File: src/rtl/joint_pwmdir.sv
// rtl/joint_pwmdir.sv - PWM/direction joint driver with position feedback counter
// Optional feedback accumulator enabled by JOINT_PWMDIR_FEEDBACK_EN.
module joint_pwmdir #(
    parameter int PWM_PERIOD = 256
) (
    input  logic               clk,
    input  logic               rst_n,
    input  logic signed [31:0] jointFreqCmd,
    output logic signed [31:0] jointFeedback,
    output logic               PWM,
    output logic               DIR
);
    localparam int CW = $clog2(PWM_PERIOD + 1);
    localparam logic [CW-1:0] LAST  = CW'(PWM_PERIOD - 1);
    localparam logic [CW-1:0] FULL  = CW'(PWM_PERIOD);
    localparam logic [31:0]   PER32 = 32'(PWM_PERIOD);

    logic [CW-1:0] cnt;
    logic [CW-1:0] cnt_nxt;
    logic [CW-1:0] duty_l;
    logic [CW-1:0] duty_nxt;
    logic [31:0]   cmd_u;
    logic [31:0]   mag;
    logic          wrap;

    // Unsigned negation keeps -2^31 as 2^31, which then clamps to the period.
    always_comb begin
        cmd_u    = jointFreqCmd;
        mag      = cmd_u[31] ? (~cmd_u + 32'd1) : cmd_u;
        duty_nxt = (mag >= PER32) ? FULL : mag[CW-1:0];
        wrap     = (cnt == LAST);
        cnt_nxt  = wrap ? '0 : cnt + 1'b1;
    end

    // PWM is computed from the next count and duty so it lines up with cnt.
    always_ff @(posedge clk or negedge rst_n) begin
        if (!rst_n) begin
            cnt    <= '0;
            duty_l <= '0;
            PWM    <= 1'b0;
            DIR    <= 1'b0;
        end else begin
            cnt <= cnt_nxt;
            if (wrap) begin
                duty_l <= duty_nxt;
                DIR    <= cmd_u[31];
                PWM    <= (duty_nxt != '0);
            end else begin
                PWM    <= (cnt_nxt < duty_l);
            end
        end
    end

`ifdef JOINT_PWMDIR_FEEDBACK_EN
    always_ff @(posedge clk or negedge rst_n) begin
        if (!rst_n) begin
            jointFeedback <= '0;
        end else if (PWM) begin
            jointFeedback <= DIR ? jointFeedback - 32'sd1 : jointFeedback + 32'sd1;
        end
    end
`else
    assign jointFeedback = '0;
`endif

endmodule

File: config.mk
export PLATFORM = sky130hd
export DESIGN_NAME = joint_pwmdir
export DESIGN_NICKNAME = d
export VERILOG_FILES = /design/src/rtl/joint_pwmdir.sv
export SDC_FILE = /design/constraint.sdc
export NUM_CORES = 1
export LEC_CHECK = 0
export ABC_AREA = 0
export CAP_MARGIN = 20
export CORE_ASPECT_RATIO = 1.1
export CORE_MARGIN = 2
export CORE_UTILIZATION = 44
export DETAILED_ROUTE_END_ITERATION = 10
export MAX_ROUTING_LAYER = met4
export PLACE_DENSITY_LB_ADDON = 0.05
export RECOVER_POWER = 100
export SLEW_MARGIN = 30
export SYNTH_ARGS = -nofsm -noshare
export SYNTH_HDL_FRONTEND = slang
export SYNTH_SLANG_ARGS = --single-unit
File: constraint.sdc
create_clock -name clk -period 3 [get_ports clk]
set_clock_uncertainty 0.15 [all_clocks]
set_input_delay 0.3 -clock clk [delete_from_list [all_inputs] [get_ports clk]]
set_output_delay 0.3 -clock clk [all_outputs]
set_load 0.05 [all_outputs]
==> results of run 1 <==
## final cells by class
type,count,area share [%]
multi-input combinational,245,51.8
timing repair buffer,97,25.9
sequential,20,15.9
tap,72,2.87
inverter,15,1.79
clock buffer,4,1.75
## cells in the final DEF (no fill, tap or decap), drive strengths merged, types with 3 or more instances in the layout
cell type      instances
a211oi                 4
a21o                   6
a21oi                  7
a31oi                  6
a41oi                  3
and2                   3
buf                   58
clkbuf                 8
clkdlybuf4s50         32
conb                  32
dfrtp                 20
dlygate4sd3            3
ha                    10
inv                   15
mux2i                  3
nand2                 20
nand3                 11
nand4                 16
nor2                  22
nor3                  12
nor3b                  3
nor4                  12
o21a                   3
o21ai                 11
o22ai                  7
or4                    8
xnor2                 10
xor2                   5
## metrics by stage
| stage | hold WS (ns) | TNS, ns | instances | utilization [%] |
|---|---|---|---|---|
| finish | 0.349 | 0 | 453 | 61.6 |
| detailed placement | 0.336 | -2.11 | 448 | 60.2 |
| global route | 0.376 | -0.0172 | 453 | 61.6 |
| global placement | 0.319 | -1.50 | 448 | 60.2 |
| CTS | 0.351 | 0 | 452 | 61.4 |
| floorplan | -0.146 | 0 | 327 | - |
## per-layer routing
metal | global-route usage (%) | vias to the layer above | wire length, um
met5 | - | - | 0
met4 | 12.9 | 0 | 281
met3 | 2.11 | 25 | 230
met2 | 43.6 | 81 | 3440
met1 | 25.2 | 1151 | 2570
li1 | - | 1214 | -
## power by group through the flow
stage	clock network [mW]	logic, mW	registers [mW]
4_1_cts	0.206	0.302	0.269
3_3_place_gp	0	0.301	0.275
3_5_place_dp	0	0.301	0.275
5_1_grt	0.215	0.328	0.269
2_1_floorplan	0	0.206	0.275
6_report	0.204	0.304	0.269
## tightest hold or removal path: cells and delay by family, from the launching register on
kind               cells  cell delay (ns)
AOI/OAI and AO/OA      1             0.06
and+or+nand+nor        1             0.05
DFF                    1             0.35
## logic make-up (layout without fill, tap and decap cells)
kind of cell               after synthesis  in the layout  synth area share (%)
AOI/OAI and AO/OA                       66             66                  20.9
xor gates and xnor gates                15             15                  5.57
adders and majority gates               10             10                  5.31
buffers and inverters                   62            116                  15.8
DFF                                     20             20                  21.2
muxes                                    3              3                  1.27
other                                    1             32                 0.159
and+or+nand+nor                        119            119                  29.8
## path summary, 6_finish.rpt
path,start,end,cells after the start
setup reg to reg,cnt[0]$_DFF_PN0_,PWM$_DFF_PN0_,12
min in group asynchronous,rst_n,cnt[7]$_DFF_PN0_,2
max in group asynchronous,rst_n,cnt[6]$_DFF_PN0_,2
hold reg to reg,DIR$_DFFE_PN0P_,DIR$_DFFE_PN0P_,2
setup / recovery,jointFreqCmd[1],PWM$_DFF_PN0_,10
hold / removal,DIR$_DFFE_PN0P_,DIR$_DFFE_PN0P_,2
## flip-flops by register name (all words and copies together), names as in the netlist
name	count
cnt	9
DIR	1
PWM	1
duty_l	9
## timing repair
item / CTS / global route
endpoints found under the hold margin: 0 / 20
resized for setup: 2 / 5
pin swaps: 0 / 0
hold buffers: 0 / 1
endpoints found under the setup margin: 1 / 1
==> summary by stage, run 1 <==
Run status
The run finished with clean final reports.

Global routing
The wire length of the first global-routing pass is 10,900 um. The total congestion overflow after global routing is 0. The via count of the first global-routing pass is 2,444. For this run, the total global-route usage over all layers was measured as a little under a quarter. The number of antenna violations at the first check in global routing is 0.

The maximum number of pins on one net before global-route repair is 21.

Placement
The placer congestion estimate is 1.00. The pre-CTS setup slack is -0.284 ns. The HPWL after detailed placement is 5490 um. The placed instances occupy a cell area of 0.00307 mm^2.

The number of port buffers is 35.

STA
Of the available clock period, the critical path in the final layout requires 96.5%. Headroom to the max-slew limit came out at 29.4%. The setup-violating endpoint count in the final report is 0. The transition at the pin with the smallest max-transition slack is between 1 and 1.5 ns. The final worst-path setup slack is 0.104 ns.

For the finished layout, the period the worst path requires is around 2.9 ns. The number of endpoints with negative hold slack in the final report is 0. For this run, the top clock speed supported by timing is 345 MHz. The total count of max-transition violations in the final report is 0.

Clock network
The number of buffers between clock root and the deepest sink is 2. The number of H-tree branching levels is 1. The total CTS buffers is 3. The clock transition at the registers of the reported paths is 0.07 ns.

After clock tree synthesis, the setup repair step added 0 buffers. The clock drives 20 sinks. The cell sitting at the root of the clock tree is a sky130_fd_sc_hd__clkbuf_8. TritonCTS built the clock tree. Clock latency on the worst-skew pair, taken at its later pin, is 0.26 ns.

Floorplanning
The number of ports placed on the die boundary is 68. The die is 73.8 um wide. The die is slightly above 80 um tall.

The die covers 0.00596 mm^2. The placeable core region is between 0.005 and 0.006 mm^2. The floorplan has 27 rows.

Once the floorplan was initialized, standard cells occupied between 40% and 50% of the core.

Power and ir drop
After layout, the design draws a total of 0.777 mW. Power spread over the standard cell area amounts to between 200 and 250 mW/mm^2. In this run, flip-flops and latches consume 34.7% of the power. Per report_power, the clock group accounts for 26.2% of the total.

In this run the static leakage power is 1.40 nW. Combinational cells account for roughly two fifths of the total power. The internal portion of the total power is 0.498 mW. Net switching is 35.9% of the power. VDD sags by at most roughly 0.13 mV. The switching power of the nets is 0.279 mW.

Synth
After synthesis, the cell types taking the most area are sky130_fd_sc_hd__dfrtp_1 21%, sky130_fd_sc_hd__buf_4 10%, sky130_fd_sc_hd__ha_1 5.3%. The synthesized instance count is 296. The number of synthesized flops with an enable pin is 0.

The share of synthesized area in the top cell type comes to 21.2%. The synthesized design contains 20 register bits. The netlist area before placement is 0.00236 mm^2. A synthesized cell averages 7.97 um^2. Counting flops with an async set or reset pin after synthesis yields a share of between 90% and 100%. The proportion of synthesized chip area in sequential cells is between 20% and 30%.

Of all cell types, the one taking the most synthesized area is sky130_fd_sc_hd__dfrtp_1. Among all flip-flop cells after synthesis, the most frequent one is sky130_fd_sc_hd__dfrtp_1. The netlist uses 63 different library cells. In the post-synthesis netlist, the cell with the most instances is sky130_fd_sc_hd__buf_4. The commonest cells after synthesis are 32 x sky130_fd_sc_hd__buf_4, 22 x sky130_fd_sc_hd__nor2_1, 20 x sky130_fd_sc_hd__dfrtp_1, 20 x sky130_fd_sc_hd__nand2_1.

The Yosys step of the flow raised 0 warnings.

Route
The pre-antenna-repair detailed-routing pass consisted of 4 iterations. The number of vias after detailed routing is about 2,500. The detailed router finished its first iteration with 133 violations. After detailed routing, the average wire length per cell comes to between 10 and 15 um. The detail route stage leaves a number of antenna-violating nets equal to 0. Wires add up to 6530 um. The DRC violations left is 0.

Dividing the detail-routed via count by the number of cells gives ~5.5.

Setup path
The critical path buffer and inverter count is 3. Across all register-to-register paths, the minimum setup slack is 0.18 ns. The most common cell type on the critical path is sky130_fd_sc_hd__buf_4. The critical-path maximum fanout is 10. The signal on the critical path passes through clkdlybuf4s50_1 > or4_4 > buf_4 > nor3_4 > buf_4 > nand2_1 > o21a_1 > o32ai_2 > nand4_4 > o21ba_1. The family of cells with the greatest summed delay on the critical path is simple AND/OR/NAND/NOR gates. The largest incremental delay on the critical path is 0.57 ns. The category of the critical setup timing path is input port to register. The endpoint type of the worst setup path is a register.

For the worst setup path, the data arrival time is 2.90 ns. The worst setup path is launched from an input port. Data on the critical path is required at its endpoint by 3.00 ns. The standard cell with the maximum stage delay on the critical path is sky130_fd_sc_hd__or4_4.

Worst hold path
The path class of the tightest hold or removal check is register to register.

Layout
The combined flip-flop and latch cell area is around 500 um^2. The area of the multi-input gates is 0.00163 mm^2. The final net count is 426.

The total of fill cells in the finished design is between 500 and 600. The area added between synthesis and finish is 33.3%. The antenna cell count is 0. In the final layout, the share of cells above drive strength 1 is 20.5%. Summing all non-filler instances in the final layout gives an area of 0.00314 mm^2.

Run
The number of maximum-capacitance constraint violations is 0.
(Power assumes the default switching activity.)
==> run 2: changes to the inputs <==
--- a/config.mk
+++ b/config.mk
@@ -9,7 +9,7 @@
 export CAP_MARGIN = 20
 export CORE_ASPECT_RATIO = 1.1
 export CORE_MARGIN = 2
-export CORE_UTILIZATION = 44
+export CORE_UTILIZATION = 40
 export DETAILED_ROUTE_END_ITERATION = 10
 export MAX_ROUTING_LAYER = met4
 export PLACE_DENSITY_LB_ADDON = 0.05
==> summary by stage, run 2 (synthesized netlist as in run 1, its figures left out) <==
Run status
The flow ran to the end, and the final reports show no timing, DRC or antenna violations.

Power and ir drop
The sequential share of power is 32.4% (-2.3 points). The part of the total power dissipated in combinational logic is 35.9% (-3.2 points). The internal power consumption is 0.553 mW (+11%). The areal power density over the cells is 267 mW/mm^2 (+8.2%). The switching power of the nets came to 0.279 mW (about the same).

The total chip power is 0.832 mW (+7.1%). The share of total power in the clock network came to 31.7% (+5.5 points). The reported leakage power is 1.39 nW (-0.57%). The switching share of total power came to 33.5% (-2.4 points). The peak supply drop is 0.226 mV (+76%).

Setup path
The category of the critical setup timing path is input port to register. STA classifies the critical path endpoint as a register. STA classifies the critical path startpoint as an input port. The data required time at the worst endpoint is 3.02 ns (+0.02 ns). The data arrival at the endpoint of the critical path is 2.81 ns (-0.09 ns). The critical-path maximum fanout came to 8 (-2).

STA
The worst relative slew slack is 28.7% (-0.63 points). Setup repair after global routing left no endpoint under its margin. The worst hold slack is 0.347 ns (-0.00195 ns). The final cycle utilization of the critical path was 92.9% (-3.6 points).

The total count of max-transition violations in the final report is 0 (unchanged). The number of endpoints with negative hold slack in the final report is 0 (unchanged). The final worst-path setup slack is 0.212 ns (+0.108 ns). The transition at the pin with the smallest max-transition slack is 1.07 ns (+0.00949 ns).

The setup-violating endpoint count in the final report is 0 (unchanged). The highest clock rate is 359 MHz (+3.9%). The minimum period implied by the final worst setup slack was 2.79 ns (-0.108 ns).

Floorplanning
The x dimension of the die is 77.2 um (+4.6%). The area enclosed by the die boundary was 0.00653 mm^2 (+9.5%). The number of placement rows is 29 (+7.4%). The placeable core region is 0.00573 mm^2 (+12%). The initial core utilization is 41.1% (-5.1 points). The floorplan die height is 84.5 um (+4.6%). The number of ports placed on the die boundary was 68 (unchanged).

Global routing
The maximum number of pins on one net before global-route repair was 21 (unchanged). The number of antenna violations at the first check in global routing is 0 (unchanged). The via count of the first global-routing pass is 2,361 (-3.4%). The total congestion overflow after global routing is 0 (unchanged). The wire length of the first global-routing pass came to 11,300 um (+3.7%). The overall fraction of global-route tracks in use came to 21.8% (-2.2 points).

Clock network
The clock insertion delay at the later pin of the skew report is 0.26 ns (about the same). The count of clock tree sinks is 20 (unchanged). TritonCTS built the clock tree. The number of buffers inserted by post-CTS setup repair is 0 (unchanged). The number of buffers between clock root and the deepest sink is 2 (unchanged). The clock transition at the registers of the reported paths is 0.07 ns (about the same). Clock tree synthesis selected as its root buffer the cell sky130_fd_sc_hd__clkbuf_8.

The total CTS buffers is 3 (unchanged). The number of H-tree branching levels is 1 (unchanged).

Layout
In the layout the commonest cells are 52 x sky130_fd_sc_hd__buf_4, 32 x sky130_fd_sc_hd__conb_1, 32 x sky130_fd_sc_hd__clkdlybuf4s50_1. Relative to the synthesized area, the layout overhead comes to 32.0%. The post-route core utilization came to 54.3% (-7.3 points). The most common cell after layout, fill and taps aside is sky130_fd_sc_hd__buf_4.

The fraction of layout instances using a drive strength above 1 is 18.6% (-1.9 points). The final net count is 421 (-1.2%). The antenna cell count came to 0 (unchanged).

The post-layout instance count excluding filler cells is 453 (unchanged). The largest registers in the layout are cnt (9), duty_l (9).

Route
The DRC violations left is 0 (unchanged). The via density per instance was 5.28 (-3.2%). The number of vias after detailed routing came to 2,392 (-3.2%). The post-route antenna net violation count is 0 (unchanged). The sum of routed wire length over all layers is 6800 um (+4.1%).

The average routed wire per standard cell was 15.0 um (+4.1%). The first-pass iteration count of the detailed router was 4 (unchanged). The number of DRC violations after detailed-routing iteration 0 is 81 (-39%).

Placement
The number of port buffers came to 35 (unchanged). The post-detailed-placement half-perimeter wirelength came to 5740 um (+4.6%). The post-placement cell count came to 448 (unchanged). The placer congestion estimate is 0.891 (-11%). The pre-CTS setup slack is -0.0740 ns (+0.210 ns).

Run
The number of maximum-capacitance constraint violations is 0 (unchanged).

Worst hold path
The type of the most critical hold path is register to register.
## run 2: power groups by stage
stage / Combinational [mW] / Clock (mW) / Sequential, mW
2_1_floorplan: 0.206 / 0 / 0.275
6_report: 0.299 / 0.264 / 0.269
4_1_cts: 0.296 / 0.270 / 0.269
3_5_place_dp: 0.295 / 0 / 0.275
3_3_place_gp: 0.297 / 0 / 0.275
5_1_grt: 0.319 / 0.280 / 0.269
## run 2: worst max-delay path, stage by stage
cell	delay, ns
sky130_fd_sc_hd__clkdlybuf4s50_1	0.46
sky130_fd_sc_hd__or4_4	0.61
sky130_fd_sc_hd__nor4_2	0.27
sky130_fd_sc_hd__buf_4	0.18
sky130_fd_sc_hd__nand3_1	0.09
sky130_fd_sc_hd__mux2i_1	0.14
sky130_fd_sc_hd__a211oi_1	0.17
sky130_fd_sc_hd__buf_4	0.15
sky130_fd_sc_hd__nand4_4	0.12
sky130_fd_sc_hd__buf_12	0.18
sky130_fd_sc_hd__o22ai_1	0.12
## run 2: worst paths after layout
path | start | end | slack [ns] | depth (start not counted)
max | jointFreqCmd[1] | duty_l[6]$_DFFE_PN0P_ | 0.21 | 11
min in group asynchronous | rst_n | cnt[7]$_DFF_PN0_ | 0.61 | 2
max in group asynchronous | rst_n | duty_l[2]$_DFFE_PN0P_ | 1.45 | 2
max reg2reg | cnt[1]$_DFF_PN0_ | PWM$_DFF_PN0_ | 0.22 | 12
min reg2reg | duty_l[0]$_DFFE_PN0P_ | duty_l[0]$_DFFE_PN0P_ | 0.35 | 2
min | duty_l[0]$_DFFE_PN0P_ | duty_l[0]$_DFFE_PN0P_ | 0.35 | 2
## run 2: per-stage QoR
stage	instance area, um^2	TNS, ns
final	3110	0
after global routing	3110	0
after CTS	3110	0
after detailed placement	3040	-0.575
after global placement	3040	-0.170
after floorplan	2480	0
## run 2: what timing repair did
item / CTS / global route
resized for setup: 0 / 3
hold buffers: 0 / 1
endpoints found under the setup margin: 0 / 6
endpoints found under the hold margin: 0 / 20
## run 2: layout make-up
class / instances / area [um^2]
fillers: 572 / 2620
flip-flops and latches: 20 / 500
repair buffers: 92 / 776
clock buffers: 3 / 41.3
inverters: 15 / 56.3
clock inverters: 1 / 30.0
well taps: 77 / 96.3
multi-input cells: 245 / 1610
## run 2: metal layers
layer	track usage, %	routed length [um]
met3	0.968	169
met4	4.71	109
met5	-	0
met1	24.8	2770
met2	41.7	3750
